==> config.mk <==
export PLATFORM = sky130hd
export DESIGN_NAME = hist_accum_engine
export DESIGN_NICKNAME = d
export VERILOG_FILES = /design/src/rtl/hist_pkg.sv /design/src/rtl/hist_bin_map.sv /design/src/rtl/hist_accum_engine.sv
export SDC_FILE = /design/constraint.sdc
export NUM_CORES = 1
export LEC_CHECK = 0
export ABC_CLOCK_PERIOD_IN_PS = 5200
export CAP_MARGIN = 20
export CORE_ASPECT_RATIO = 1.2
export CORE_UTILIZATION = 40
export CTS_BUF_LIST = sky130_fd_sc_hd__clkbuf_4
export CTS_CLUSTER_DIAMETER = 200
export CTS_CLUSTER_SIZE = 25
export DETAILED_ROUTE_END_ITERATION = 8
export SYNTH_ARGS = -nofsm -noshare
export SYNTH_HDL_FRONTEND = slang
export SYNTH_SLANG_ARGS = --single-unit
==> constraint.sdc <==
create_clock -name clk -period 5.2 [get_ports clk]
set_clock_uncertainty 0.2 [all_clocks]
set_input_delay 1.56 -clock clk [delete_from_list [all_inputs] [get_ports clk]]
set_output_delay 1.56 -clock clk [all_outputs]
set_load 0.03 [all_outputs]
==> src/rtl/hist_pkg.sv <==
// Shared types and sizing helpers for the histogram accumulator.
package hist_pkg;

    typedef enum logic [1:0] {
        ST_ACCUM = 2'd0,
        ST_DUMP  = 2'd1,
        ST_CLEAR = 2'd2
    } hist_state_t;

    function automatic int unsigned num_bins(input int unsigned bin_bits);
        return 32'd1 << bin_bits;
    endfunction

    // Largest value a cnt_w-bit counter can hold (cnt_w < 32).
    function automatic int unsigned cnt_max(input int unsigned cnt_w);
        return (32'd1 << cnt_w) - 32'd1;
    endfunction

endpackage

==> src/rtl/hist_bin_map.sv <==
// Maps a sample to its histogram bin (top BIN_BITS of the sample).
module hist_bin_map #(
    parameter int unsigned DATA_W   = 16,
    parameter int unsigned BIN_BITS = 4
) (
    input  logic [DATA_W-1:0]   s_data,
    output logic [BIN_BITS-1:0] bin_c
);

    assign bin_c = s_data[DATA_W-1 -: BIN_BITS];

    // Low-order sample bits do not affect the bin in this mode.
    if (BIN_BITS < DATA_W) begin : g_low_bits
        logic unused_low;
        assign unused_low = ^s_data[DATA_W-BIN_BITS-1:0];
    end

endmodule

==> src/rtl/hist_accum_engine.sv <==
// Histogram accumulator with sequential clear and backpressured dump.
// Optional peak tracker enabled by defining HIST_PEAK_EN.
module hist_accum_engine
    import hist_pkg::*;
#(
    parameter int unsigned DATA_W        = 16,
    parameter int unsigned BIN_BITS      = 4,
    parameter int unsigned CNT_W         = 8,
    parameter bit          CLEAR_ON_READ = 1'b1
) (
    input  logic                clk,
    input  logic                rst_n,
    input  logic                s_valid,
    input  logic [DATA_W-1:0]   s_data,
    output logic                s_ready,
    input  logic                dump_req,
    input  logic                clr_req,
    output logic                m_valid,
    output logic [CNT_W-1:0]    m_data,
    output logic [BIN_BITS-1:0] m_bin,
    output logic                m_last,
    input  logic                m_ready,
    output logic                busy,
`ifdef HIST_PEAK_EN
    output logic [BIN_BITS-1:0] peak_bin,
    output logic [CNT_W-1:0]    peak_cnt,
`endif
    output logic                sat_flag
);

    localparam int unsigned       NUM_BINS = num_bins(BIN_BITS);
    localparam logic [BIN_BITS-1:0] LAST_IDX = BIN_BITS'(NUM_BINS - 1);
    localparam logic [CNT_W-1:0]    CNT_MAX  = CNT_W'(cnt_max(CNT_W));

    hist_state_t         state_q, state_d;
    logic [BIN_BITS-1:0] idx_q, idx_d;
    logic [CNT_W-1:0]    cnt_q [NUM_BINS];
    logic [CNT_W-1:0]    cnt_d [NUM_BINS];
    logic                sat_d;
    logic [BIN_BITS-1:0] bin_c;
    logic [CNT_W-1:0]    inc_c;
    logic                dump_d;
`ifdef HIST_PEAK_EN
    logic [BIN_BITS-1:0] peak_bin_d;
    logic [CNT_W-1:0]    peak_cnt_d;
`endif

    hist_bin_map #(
        .DATA_W   (DATA_W),
        .BIN_BITS (BIN_BITS)
    ) u_bin_map (
        .s_data (s_data),
        .bin_c  (bin_c)
    );

    // Next-state, counter read/modify/write and flag update.
    always_comb begin
        state_d = state_q;
        idx_d   = idx_q;
        cnt_d   = cnt_q;
        sat_d   = sat_flag;
        inc_c   = cnt_q[bin_c] + CNT_W'(1);
`ifdef HIST_PEAK_EN
        peak_bin_d = peak_bin;
        peak_cnt_d = peak_cnt;
`endif
        case (state_q)
            ST_ACCUM: begin
                if (s_valid) begin
                    if (cnt_q[bin_c] == CNT_MAX) begin
                        sat_d = 1'b1;
                    end else begin
                        cnt_d[bin_c] = inc_c;
`ifdef HIST_PEAK_EN
                        if (inc_c > peak_cnt) begin
                            peak_cnt_d = inc_c;
                            peak_bin_d = bin_c;
                        end
`endif
                    end
                end
                if (clr_req) begin
                    state_d = ST_CLEAR;
                    idx_d   = '0;
                end else if (dump_req) begin
                    state_d = ST_DUMP;
                    idx_d   = '0;
                end
            end
            ST_DUMP: begin
                if (m_ready) begin
                    if (CLEAR_ON_READ) cnt_d[idx_q] = '0;
                    if (idx_q == LAST_IDX) begin
                        state_d = ST_ACCUM;
                        idx_d   = '0;
                        if (CLEAR_ON_READ) begin
                            sat_d = 1'b0;
`ifdef HIST_PEAK_EN
                            peak_bin_d = '0;
                            peak_cnt_d = '0;
`endif
                        end
                    end else begin
                        idx_d = idx_q + BIN_BITS'(1);
                    end
                end
            end
            ST_CLEAR: begin
                cnt_d[idx_q] = '0;
                if (idx_q == LAST_IDX) begin
                    state_d = ST_ACCUM;
                    idx_d   = '0;
                    sat_d   = 1'b0;
`ifdef HIST_PEAK_EN
                    peak_bin_d = '0;
                    peak_cnt_d = '0;
`endif
                end else begin
                    idx_d = idx_q + BIN_BITS'(1);
                end
            end
            default: begin
                state_d = ST_ACCUM;
                idx_d   = '0;
            end
        endcase
    end

    assign dump_d = (state_d == ST_DUMP);

    // Outputs are registered from next-state so the beat lines up with the state.
    always_ff @(posedge clk or negedge rst_n) begin
        if (!rst_n) begin
            state_q  <= ST_ACCUM;
            idx_q    <= '0;
            for (int i = 0; i < int'(NUM_BINS); i++) cnt_q[i] <= '0;
            sat_flag <= 1'b0;
            m_valid  <= 1'b0;
            m_data   <= '0;
            m_bin    <= '0;
            m_last   <= 1'b0;
            s_ready  <= 1'b1;
            busy     <= 1'b0;
`ifdef HIST_PEAK_EN
            peak_bin <= '0;
            peak_cnt <= '0;
`endif
        end else begin
            state_q  <= state_d;
            idx_q    <= idx_d;
            cnt_q    <= cnt_d;
            sat_flag <= sat_d;
            m_valid  <= dump_d;
            m_data   <= dump_d ? cnt_d[idx_d] : '0;
            m_bin    <= dump_d ? idx_d : '0;
            m_last   <= dump_d && (idx_d == LAST_IDX);
            s_ready  <= (state_d == ST_ACCUM);
            busy     <= (state_d != ST_ACCUM);
`ifdef HIST_PEAK_EN
            peak_bin <= peak_bin_d;
            peak_cnt <= peak_cnt_d;
`endif
        end
    end

endmodule

==> metrics.yaml <==
outcome:
  status: "completed"
floorplanning:
  coreArea_um2: 21000
  initial_utilization_pct: 40.9
  num_io_pins: 39
  die_h_um: 163
  die_area_um2: 22100
  num_rows: 58
  die_w_um: 136
global_route:
  overflow: 0
  grt_pass1_vias: 8066
  grt_util_all_layers_pct: 30.5
  antenna_found_initial: 1
  grt_pass1_wl_mm: 49.3
  grt_max_degree: 109
power_and_ir_drop:
  ir_worst_vdd_mv: 0.290
  p_leak_nw: 5.08
  power.density_nw_per_um2: 474
  power.total_w: 0.00524
route:
  drt_iter0_markers: 878
  wl_per_cell_um: 25.7
  route.detailed.drc: 0
  via_count: 8008
  drt-pass1-iter-count: 5
  wirelength_mm: 31.8
  antenna_left: 0
  drt-vias-per-instance: 6.46
clock_network:
  cts_root_buf: "clkbuf_4"
  cts.path.max_buffers: 2
  cts_buffers: 17
  cts_tree: "done"
  cts_max_level: 4
  cts_hold_buf: 0
  path_clk_slew_ps: 130
  worstSkewPairLatency_ps: 590
  clock_sinks: 151
synthesis:
  synthDistinctLibCells: 74
  seq_area_frac_synth_pct: 44.0
  synth_area_leaders: "dfrtp_1 44%, a22o_1 13%, mux4_2 8.6%"
  synth-main-ff-cell: "dfrtp_1"
  synth_top_cell_by_area: "dfrtp_1"
  mappedNetlistNets: 790
  synth_top_area_share_pct: 43.7
  synthesis.area_um2: 8600
  ys_ff_latch: 151
  synthArstFlopShare_pct: 100
  yosys_warnings: 0
  synth.avg_cell_area_um2: 11.3
  syn-instance-count: 759
  synth_edf_count: 0
timing:
  min_period_over_period_pct: 98.1
  rsz0062_at_grt: "no"
  worstMarginPinSlew_ps: 693
  drv_slew: 0
  hold_ws_ps: 340
  setup_viol: 0
  slew_headroom_pct: 53.7
  final_hold_viol_count: 0
  worst_slack_ps: 96.4
  min_period_ps: 5100
  fmax_ghz: 0.196
worst_setup_path:
  worstSetupPathType: "primary input to flop"
  worstPathArrival_ps: 5360
  required_ps: 5450
  cp-end-kind: "flop"
  cp_common_cell: "buf_4"
  start_kind: "primary input"
  cpPeakStageDelay_ps: 470
  path_max_fanout: 18
  slowest_stage: "buf_2"
  worstPathCellList: "buf_2, buf_4, mux4_2, a22oi_1, buf_4, nand2_1, and3_1, buf_12, a211oi_2, o21ai_1, buf_4, buf_4, a22o_1, o22ai_1, nor4_1, or4_1"
finish:
  final_nets: 983
  fill_cells: 1859
  area.growth.synth_to_final_pct: 28.4
  drive_gt1_share_pct: 34.8
flow_run:
  maxCapViolCount: 0
min_path:
  hp-class: "flop to flop"
placement:
  port_buffers: 26
  dp.final_hpwl_mm: 22.8
  dp_slack_ps: -428
  place.gp.congestion: 0.971
## synth_stat cells, types with 3 or more instances
cell	number
o221a_2	4
and2_1	4
mux2i_1	7
a211oi_2	7
o22a_1	3
buf_6	5
a221o_1	20
buf_2	16
nor3_1	7
a221oi_1	24
clkbuf_1	48
and3_1	3
a21oi_1	21
a211o_1	3
o2111ai_1	5
a22oi_1	15
o21ai_2	3
o2111a_1	7
o21ai_0	11
inv_1	11
or3_1	3
o21a_1	3
a21o_1	6
nor2b_1	7
o21ai_1	11
nand2_1	36
a31oi_1	6
dfrtp_1	150
nor4_1	9
ha_1	9
nand2b_1	8
nand3_1	9
nand4_1	6
nor2_1	48
or2_2	12
a22o_1	125
mux4_2	33
o22ai_1	5
## critical path: cells and delay by family
kind	cells	cell delay [ps]
buffers and inverters	6	1500
muxes	1	380
AOI/OAI and AO/OA	5	1130
and+or+nand+nor	4	760
## sequential cells by signal (all words and copies together), names as in the netlist
register / cells
busy: 1
cnt_q: 128
idx_q: 4
m_bin: 4
m_data: 8
m_last: 1
m_valid: 1
s_ready: 1
sat_flag: 1
state_q: 2
## logic make-up (layout without fill, tap and decap cells)
logic type | after synthesis | count (layout) | synth area share (%)
AO/OA/AOI/OAI | 308 | 308 | 30.7
XOR/XNOR | 3 | 3 | 0.306
adder cells (fa/ha/maj) | 9 | 9 | 1.31
buffers and inverters | 86 | 292 | 4.74
flip-flops | 151 | 151 | 44.0
multiplexers | 41 | 41 | 9.59
other | 0 | 5 | 0
AND/OR/NAND/NOR | 161 | 161 | 9.36
## per-layer routing
metal | up-vias | GRT usage [%] | wire [um]
li1 | 3427 | - | -
met1 | 4041 | 40.2 | 12800
met2 | 453 | 46.6 | 14600
met3 | 87 | 7.13 | 2890
met4 | 0 | 15.6 | 1570
met5 | - | 0 | 0
## power breakdown
group,switching [W],internal (W),leakage (nW)
sequential,0.0000504,0.00125,2.09
combinational,0.00185,0.00123,2.82
clock,0.000465,0.000390,0.173
## timing repair
item / CTS / global route
hold endpoints to repair: 0 / 0
endpoints found under the setup margin: 0 / 2
setup buffers: 0 / 0
gates resized for setup: 0 / 1
## layout by cell type (no fill, tap or decap), types with 8 or more instances in the layout
cell type	synthesis	final
nand3_1	9	9
clkbuf_4	0	18
nor2_1	48	47
o21ai_1	11	9
nor4_1	9	9
a21oi_1	21	21
o21ai_0	11	11
mux4_2	33	33
nand2_1	36	36
a221oi_1	24	24
a22oi_1	15	15
buf_12	1	11
dfrtp_1	150	150
a22o_1	125	125
buf_4	0	208
clkdlybuf4s50_1	0	23
ha_1	9	8
a221o_1	20	20
nand2b_1	8	8
or2_2	12	12
inv_1	11	11
## through the flow
step	cells	setup TNS [ps]	util, %	instance area, um2
after global routing	1240	0	52.5	11000
after detailed placement	1201	-2800	50.6	10700
final	1240	0	52.5	11000
after floorplan	759	-166	-	8680
after CTS	1233	0	52.2	11000
after global placement	1201	-2870	50.6	10700
## area by class of cell
type	instances	area [um2]	area share, %
tap	270	338	3.06
clock buffer	18	135	1.22
timing repair buffer	247	2070	18.8
inverter	13	48.8	0.442
antenna	5	12.5	0.113
multi-input combinational	522	4460	40.4
clock inverter	14	198	1.79
sequential	151	3780	34.2
## worst paths after layout
check | cells past startpoint | start | to | slack, ps
min reg2reg | 1 | cnt_q[126]$_DFF_PN0_ | cnt_q[126]$_DFF_PN0_ | 340
max in group asynchronous | 3 | rst_n | cnt_q[106]$_DFF_PN0_ | 3270
min in group asynchronous | 1 | rst_n | m_bin[0]$_DFF_PN0_ | 550
max | 16 | s_data[13] | m_data[1]$_DFF_PN0_ | 100
max reg2reg | 14 | cnt_q[97]$_DFF_PN0_ | m_data[1]$_DFF_PN0_ | 1120
min | 1 | cnt_q[126]$_DFF_PN0_ | cnt_q[126]$_DFF_PN0_ | 340
(Power assumes the default switching activity.)
